**src/rtl/sv_sys_pkg.sv**
```systemverilog
// Shared definitions for the system register-bus peripherals: timer register
// offsets, timer control-bit layout and the per-timer address helper.
package sv_sys_pkg;

    // Per-timer register offsets relative to the timer's base (base = 2*index).
    localparam logic [3:0] TMR_CNT     = 4'h0;
    localparam logic [3:0] TMR_CTRL    = 4'h1;
    // Bank-wide status registers.
    localparam logic [3:0] TMR_STAT    = 4'hE;
    localparam logic [3:0] TMR_STAT_RC = 4'hF;

    // Control register bit indices.
    localparam int CTRL_RUN  = 0;
    localparam int CTRL_IEN  = 1;
    localparam int CTRL_LONG = 2;
    localparam int CTRL_AUTO = 3;
    localparam int CTRL_W    = 4;

    // Control register as stored; member order matches the bit indices above.
    typedef struct packed {
        logic autorl;   // bit 3: reload on expiry
        logic long_p;   // bit 2: long prescale
        logic ien;      // bit 1: IRQ enable
        logic run;      // bit 0: timer running
    } tmr_ctrl_t;

    // Absolute register offset of a timer register.
    function automatic logic [3:0] tmr_offset(input int unsigned idx, input logic [3:0] base);
        return 4'(2 * idx) + base;
    endfunction

endpackage

```
**src/rtl/sv_timer_channel.sv**
```systemverilog
// One down-counting interval timer: prescaler, count, reload value and control.
// The expire pulse is combinational and lasts exactly the cycle whose edge
// moves the count off 1 (or the cycle of a zero write while running).
module sv_timer_channel
    import sv_sys_pkg::*;
#(
    parameter int CNT_W       = 8,
    parameter int PRESC_SHORT = 256,
    parameter int PRESC_LONG  = 16384,
    parameter int DIV_W       = 14
) (
    input  logic             clk_i,
    input  logic             rst_ni,
    input  logic             ce_i,
    input  logic             cnt_we_i,
    input  logic             ctrl_we_i,
    input  logic [7:0]       din_i,
    output logic [CNT_W-1:0] count_o,
    output tmr_ctrl_t        ctrl_o,
    output logic             expire_o
);

    localparam logic [DIV_W-1:0] SHORT_M1 = DIV_W'(PRESC_SHORT - 1);
    localparam logic [DIV_W-1:0] LONG_M1  = DIV_W'(PRESC_LONG - 1);

    logic [CNT_W-1:0] count_q, count_d;
    logic [CNT_W-1:0] reload_q, reload_d;
    logic [DIV_W-1:0] presc_q, presc_d;
    logic [DIV_W-1:0] period_m1;
    tmr_ctrl_t        ctrl_q, ctrl_d;
    logic             expire;

    // Next-state: a count write wins over the prescaler/tick path in the same cycle.
    always_comb begin
        count_d   = count_q;
        reload_d  = reload_q;
        presc_d   = presc_q;
        ctrl_d    = ctrl_q;
        expire    = 1'b0;
        period_m1 = ctrl_q.long_p ? LONG_M1 : SHORT_M1;

        if (ctrl_we_i) begin
            ctrl_d = tmr_ctrl_t'(din_i[CTRL_W-1:0]);
        end

        if (cnt_we_i) begin
            count_d  = din_i[CNT_W-1:0];
            reload_d = din_i[CNT_W-1:0];
            presc_d  = period_m1;
            // Legacy behaviour: writing zero to a running timer reports an expiry.
            expire   = ctrl_q.run && (din_i[CNT_W-1:0] == '0);
        end else if (ctrl_q.run && ce_i) begin
            if (presc_q != '0) begin
                presc_d = presc_q - DIV_W'(1);
            end else begin
                // Prescale change is picked up here, at the reload.
                presc_d = period_m1;
                if (count_q == CNT_W'(1)) begin
                    expire  = 1'b1;
                    count_d = ctrl_q.autorl ? reload_q : '0;
                end else if (count_q != '0) begin
                    count_d = count_q - CNT_W'(1);
                end
            end
        end
    end

    // Timer state registers.
    always_ff @(posedge clk_i or negedge rst_ni) begin
        if (!rst_ni) begin
            count_q  <= '0;
            reload_q <= '0;
            presc_q  <= '0;
            ctrl_q   <= '0;
        end else begin
            count_q  <= count_d;
            reload_q <= reload_d;
            presc_q  <= presc_d;
            ctrl_q   <= ctrl_d;
        end
    end

    assign count_o  = count_q;
    assign ctrl_o   = ctrl_q;
    assign expire_o = expire;

endmodule

```
**src/rtl/sv_timer_bank.sv**
```systemverilog
// Bank of NUM_TIMERS interval timers on the system register bus. Owns the
// address decode, the shared sticky status register, the registered read
// port and the registered IRQ output.
module sv_timer_bank
    import sv_sys_pkg::*;
#(
    parameter int NUM_TIMERS  = 2,
    parameter int CNT_W       = 8,
    parameter int PRESC_SHORT = 256,
    parameter int PRESC_LONG  = 16384,
    parameter int DIV_W       = 14
) (
    input  logic       clk_sys,
    input  logic       reset_n,
    input  logic       cpu_ce,
    input  logic       cs,
    input  logic       we,
    input  logic [3:0] addr,
    input  logic [7:0] din,
    output logic [7:0] dout,
    output logic       irq
);

    logic [CNT_W-1:0]      count [NUM_TIMERS];
    tmr_ctrl_t             ctrl  [NUM_TIMERS];
    logic [NUM_TIMERS-1:0] expire;
    logic [NUM_TIMERS-1:0] ien;
    logic [NUM_TIMERS-1:0] status_q, status_d, clr;
    logic [7:0]            rdata, dout_q, dout_d;
    logic                  irq_q, irq_d;

    for (genvar g = 0; g < NUM_TIMERS; g++) begin : g_tmr
        sv_timer_channel #(
            .CNT_W      (CNT_W),
            .PRESC_SHORT(PRESC_SHORT),
            .PRESC_LONG (PRESC_LONG),
            .DIV_W      (DIV_W)
        ) u_chan (
            .clk_i    (clk_sys),
            .rst_ni   (reset_n),
            .ce_i     (cpu_ce),
            .cnt_we_i (cs && we && (addr == tmr_offset(g, TMR_CNT))),
            .ctrl_we_i(cs && we && (addr == tmr_offset(g, TMR_CTRL))),
            .din_i    (din),
            .count_o  (count[g]),
            .ctrl_o   (ctrl[g]),
            .expire_o (expire[g])
        );
        assign ien[g] = ctrl[g].ien;
    end

    // Read mux; unmapped offsets and unused upper bits read as zero.
    always_comb begin
        rdata = 8'h00;
        if (addr == TMR_STAT || addr == TMR_STAT_RC) begin
            rdata = 8'(status_q);
        end else begin
            for (int i = 0; i < NUM_TIMERS; i++) begin
                if (addr == tmr_offset(i, TMR_CNT))  rdata = 8'(count[i]);
                if (addr == tmr_offset(i, TMR_CTRL)) rdata = 8'(ctrl[i]);
            end
        end
    end

    // Status update: a new expiry always survives a same-cycle clear.
    always_comb begin
        clr = '0;
        if (cs && we && addr == TMR_STAT)     clr = din[NUM_TIMERS-1:0];
        if (cs && !we && addr == TMR_STAT_RC) clr = '1;
        status_d = (status_q & ~clr) | expire;
        irq_d    = |(status_q & ien);
        dout_d   = (cs && !we) ? rdata : dout_q;
    end

    // Status, read data and IRQ registers.
    always_ff @(posedge clk_sys or negedge reset_n) begin
        if (!reset_n) begin
            status_q <= '0;
            dout_q   <= 8'h00;
            irq_q    <= 1'b0;
        end else begin
            status_q <= status_d;
            dout_q   <= dout_d;
            irq_q    <= irq_d;
        end
    end

    assign dout = dout_q;
    assign irq  = irq_q;

endmodule

```
**config.mk**
```make
export PLATFORM = sky130hd
export DESIGN_NAME = sv_timer_bank
export DESIGN_NICKNAME = d
export VERILOG_FILES = /design/src/rtl/sv_sys_pkg.sv /design/src/rtl/sv_timer_channel.sv /design/src/rtl/sv_timer_bank.sv
export SDC_FILE = /design/constraint.sdc
export NUM_CORES = 1
export LEC_CHECK = 0
export CAP_MARGIN = 20
export CORE_AREA = 4 4 93 95
export CTS_CLUSTER_DIAMETER = 80
export DETAILED_ROUTE_END_ITERATION = 6
export DIE_AREA = 0 0 97 99
export PLACE_DENSITY = 0.78
export RECOVER_POWER = 50
export SKIP_LAST_GASP = 1
export SLEW_MARGIN = 20
export SYNTH_ARGS = -nofsm -noshare
export SYNTH_HDL_FRONTEND = slang
export SYNTH_SLANG_ARGS = --single-unit
```
**constraint.sdc**
```tcl
create_clock -name clk_sys -period 2.75 [get_ports clk_sys]
set_clock_uncertainty 0.05 [all_clocks]
set_input_delay 0.4125 -clock clk_sys [delete_from_list [all_inputs] [get_ports clk_sys]]
set_output_delay 0.4125 -clock clk_sys [all_outputs]
set_load 0.1 [all_outputs]
```
==> impl_metrics.xml <==
<?xml version="1.0" encoding="UTF-8"?>
<metrics>
  <group name="clock_tree">
    <metric name="post_cts_resized" unit="">0</metric>
    <metric name="cts-root-to-sink-buffers" unit="">2</metric>
    <metric name="cts.clk_slew.worst_paths" unit="ps">90</metric>
    <metric name="cts_hold_buf" unit="">0</metric>
    <metric name="cts_tree" unit="">built</metric>
    <metric name="clk_root_buffer_cell" unit="">sky130_fd_sc_hd__clkbuf_8</metric>
    <metric name="htreeDepth" unit="">3</metric>
    <metric name="post_cts_buffers" unit="">0</metric>
    <metric name="cts_sinks" unit="">79</metric>
    <metric name="cts_inserted_buffers" unit="">9</metric>
    <metric name="latest_clock_arrival_within_the_worst_skew_pair" unit="ps">350</metric>
  </group>
  <group name="synth">
    <metric name="dominant_combinational_cell_family_by_area_after_synthesis" unit="">simple AND/OR/NAND/NOR gates</metric>
    <metric name="synth_area" unit="um2">4590</metric>
    <metric name="synthXorXnorAreaFrac" unit="%">2.48</metric>
    <metric name="yosys_register_bits" unit="">79</metric>
    <metric name="synthArstFlopShare" unit="%">100</metric>
    <metric name="edff_count_synth" unit="">0</metric>
    <metric name="synth_cells" unit="">490</metric>
    <metric name="synthAdderAreaFrac" unit="%">2.18</metric>
    <metric name="synthSimpleGateAreaFrac" unit="%">25.0</metric>
    <metric name="synth_area_per_cell" unit="um2">9.37</metric>
    <metric name="postSynth.topFlopCell" unit="">sky130_fd_sc_hd__dfrtp_1</metric>
    <metric name="synthDistinctLibCells" unit="">78</metric>
    <metric name="yosysWarningCount" unit="">0</metric>
    <metric name="synth_compound_area_share" unit="%">18.1</metric>
    <metric name="yosysSeqAreaShare" unit="%">43.1</metric>
    <metric name="synthesis.nets" unit="">515</metric>
    <metric name="synth.mux.area_fraction" unit="%">5.67</metric>
  </group>
  <group name="grt">
    <metric name="grt_start_max_net_pins" unit="">47</metric>
    <metric name="gr-usage-all-layers" unit="%">24.6</metric>
    <metric name="number_of_antenna_violations_at_the_first_check_in_global_routing" unit="">0</metric>
    <metric name="grt_pass1_wl" unit="mm">19.5</metric>
    <metric name="first_global_vias" unit="">3926</metric>
    <metric name="overflow" unit="">0</metric>
  </group>
  <group name="cells_and_area">
    <metric name="final_cell_count_no_fill" unit="">625</metric>
    <metric name="final_nets" unit="">543</metric>
    <metric name="antenna_cells" unit="">0</metric>
    <metric name="utilization" unit="%">66.5</metric>
    <metric name="layout-drive-gt1-share" unit="%">14.0</metric>
    <metric name="syn_to_layout_area_delta" unit="%">11.9</metric>
  </group>
  <group name="route">
    <metric name="vias" unit="">3966</metric>
    <metric name="drc" unit="">0</metric>
    <metric name="drt_first_iter_violations" unit="">265</metric>
    <metric name="detail_route.wirelength.met1" unit="mm">4.92</metric>
    <metric name="drt-vias-per-instance" unit="">6.35</metric>
    <metric name="route.detailed.wl_per_inst" unit="um">17.7</metric>
    <metric name="route.top_layer_used" unit="">met4</metric>
    <metric name="detailed_route_wl" unit="mm">11.1</metric>
    <metric name="dr_wl_met2" unit="mm">5.30</metric>
    <metric name="dr_wl_met3" unit="um">613</metric>
    <metric name="remaining_antenna_violation_count" unit="">0</metric>
    <metric name="firstDrtPassIters" unit="">4</metric>
  </group>
  <group name="place">
    <metric name="dp_hpwl" unit="mm">7.98</metric>
    <metric name="placement.io_buffers" unit="">25</metric>
    <metric name="dp.cells" unit="">609</metric>
    <metric name="place_congestion" unit="">0.897</metric>
  </group>
  <group name="power">
    <metric name="power.total" unit="mW">3.58</metric>
    <metric name="vdd.ir_drop.worst" unit="uV">459</metric>
    <metric name="leakage" unit="nW">2.19</metric>
    <metric name="power_density" unit="nW/um2">697</metric>
  </group>
  <group name="floorplan">
    <metric name="die_height" unit="um">99</metric>
    <metric name="total_number_of_placement_rows" unit="">32</metric>
    <metric name="placeable_core_region" unit="um2">7730</metric>
    <metric name="die_area" unit="um2">9600</metric>
    <metric name="starting_density_of_the_core" unit="%">59.4</metric>
    <metric name="boundaryPins" unit="">26</metric>
    <metric name="die_w" unit="um">97</metric>
  </group>
  <group name="setup_path">
    <metric name="reg2reg_depth" unit="">7</metric>
    <metric name="worst-endpoint-arrival" unit="ps">2550</metric>
    <metric name="cp_max_fo" unit="">6</metric>
    <metric name="timing.setup.critical_path_class" unit="">reg -&gt; reg</metric>
    <metric name="cp.required" unit="ps">2930</metric>
    <metric name="startpoint_type" unit="">register</metric>
    <metric name="endpoint_kind" unit="">register</metric>
  </group>
  <group name="hold_path">
    <metric name="worst_hold_path_type" unit="">in -&gt; async</metric>
  </group>
  <group name="timing">
    <metric name="report.final.setup_viol" unit="">0</metric>
    <metric name="timing_hold_violations_final" unit="">0</metric>
    <metric name="timing_worst_slew_pin_value" unit="ps">1190</metric>
    <metric name="final.setup.tns" unit="ps">0</metric>
    <metric name="layout_worst_path_cycle_share" unit="%">86.2</metric>
    <metric name="grt_setup_unrepaired" unit="">no</metric>
    <metric name="worst_slew_margin_rel" unit="%">20.7</metric>
    <metric name="finalWorstPathRequiredPeriod" unit="ps">2370</metric>
    <metric name="fin_worst_hold_slack" unit="ps">233</metric>
    <metric name="max_clock_freq" unit="MHz">422</metric>
    <metric name="report.final.slew_viol_count" unit="">0</metric>
  </group>
  <group name="outcome">
    <metric name="status" unit="">completed</metric>
  </group>
  <group name="job">
    <metric name="timing.max_cap.violations" unit="">0</metric>
  </group>
</metrics>
power breakdown:
part           leakage [nW]  switching [mW]  internal [mW]
Sequential            0.984           0.344           1.41
Combinational          1.10           0.511          0.439
Clock                 0.103           0.428          0.445
Total                  2.19            1.28           2.30
cell families (layout without fill, tap and decap cells):
group	count (synthesis)	in the layout
buf+inv	37	70
compound gates	114	114
simple gates	219	219
mux	20	20
fa+ha+maj	8	8
xor+xnor	13	13
flops	79	79
flip-flops by register name, indices dropped and copies added, names as in the netlist:
signal                 flops
status_q                   2
g_tmr.u_chan.count_o      16
dout                       8
g_tmr.u_chan.presc_q      28
g_tmr.u_chan.reload_q     16
irq                        1
g_tmr.u_chan.ctrl_o        8
through the flow:
stage | setup WS (ps) | cell area [um2]
finish | 380 | 5140
global placement | 213 | 4960
CTS | 467 | 5160
floorplan | 867 | 4590
global route | 228 | 5140
detailed placement | 137 | 4960
layout by cell type (no fill, tap or decap), types with 5 or more instances in the layout:
cell type                          n
sky130_fd_sc_hd__ha_1              8
sky130_fd_sc_hd__dfrtp_1          79
sky130_fd_sc_hd__buf_4            19
sky130_fd_sc_hd__nand3_1          17
sky130_fd_sc_hd__mux2i_1           8
sky130_fd_sc_hd__o31ai_1           5
sky130_fd_sc_hd__clkdlybuf4s50_1  15
sky130_fd_sc_hd__nor4_1            8
sky130_fd_sc_hd__mux2_2            8
sky130_fd_sc_hd__a31oi_1           5
sky130_fd_sc_hd__o311ai_0          6
sky130_fd_sc_hd__a21oi_1          17
sky130_fd_sc_hd__or3_1             6
sky130_fd_sc_hd__xnor2_1          10
sky130_fd_sc_hd__nor2_1           30
sky130_fd_sc_hd__inv_1            13
sky130_fd_sc_hd__a22oi_1           7
sky130_fd_sc_hd__o21ai_0          27
sky130_fd_sc_hd__clkbuf_8         10
sky130_fd_sc_hd__nor3_1           12
sky130_fd_sc_hd__clkbuf_1          6
sky130_fd_sc_hd__nand2_1          90
sky130_fd_sc_hd__and3_1            6
synth_stat cells (all sizes together) (5+ instances only):
| master | count | share of area (%) |
|---|---|---|
| and3 | 6 | 0.82 |
| ha | 8 | 2.2 |
| mux2i | 8 | 1.7 |
| a21oi | 19 | 2.2 |
| inv | 13 | 1.1 |
| nor4 | 12 | 2.2 |
| o31ai | 5 | 0.82 |
| a31oi | 6 | 0.95 |
| nand2 | 90 | 7.4 |
| nand3 | 18 | 2.1 |
| mux2 | 8 | 2.0 |
| nor2 | 32 | 2.8 |
| o311ai | 6 | 1.1 |
| dfrtp | 79 | 43 |
| and2 | 5 | 0.74 |
| buf | 13 | 1.6 |
| xnor2 | 10 | 1.9 |
| o21ai | 29 | 3.2 |
| clkbuf | 11 | 0.93 |
| a22oi | 8 | 1.4 |
| nor3 | 13 | 1.5 |
| or3 | 7 | 1.1 |
worst paths after layout:
kind	startpoint	endpoint	slack [ps]
hold / removal	reset_n	g_tmr[0].u_chan.reload_q[7]	230
hold reg to reg	g_tmr[1].u_chan.reload_q[1]	g_tmr[1].u_chan.reload_q[1]	430
max in group asynchronous	reset_n	g_tmr[1].u_chan.reload_q[3]	880
setup reg to reg	g_tmr[0].u_chan.presc_q[0]	g_tmr[0].u_chan.count_o[5]	380
setup / recovery	g_tmr[0].u_chan.presc_q[0]	g_tmr[0].u_chan.count_o[5]	380
min in group clk_sys	g_tmr[1].u_chan.reload_q[1]	g_tmr[1].u_chan.reload_q[1]	430
worst max-delay path, cell delays in order, from the launching register on:
cell and delay (ps):
sky130_fd_sc_hd__dfrtp_1 410, sky130_fd_sc_hd__inv_1 70, sky130_fd_sc_hd__ha_1 170, sky130_fd_sc_hd__nor4b_1 510
sky130_fd_sc_hd__and4_1 470, sky130_fd_sc_hd__nand2_1 240, sky130_fd_sc_hd__nor3b_1 230, sky130_fd_sc_hd__o22ai_1 110
metal layers:
layer | vias up | track usage [%]
li1 | 1858 | -
met1 | 1923 | 33.0
met2 | 159 | 40.2
met3 | 26 | 4.10
met4 | 0 | 9.50
met5 | - | 0
area by class of cell:
cell class,instances,area (um2)
Inverter,13,48.8
Clock buffer,11,141
Multi-Input combinational cell,374,2450
Clock inverter,5,57.6
Timing Repair Buffer,41,337
Tap cell,102,128
Sequential cell,79,1980
Fill cell,611,2590
Power figures use the tool's default switching activity.
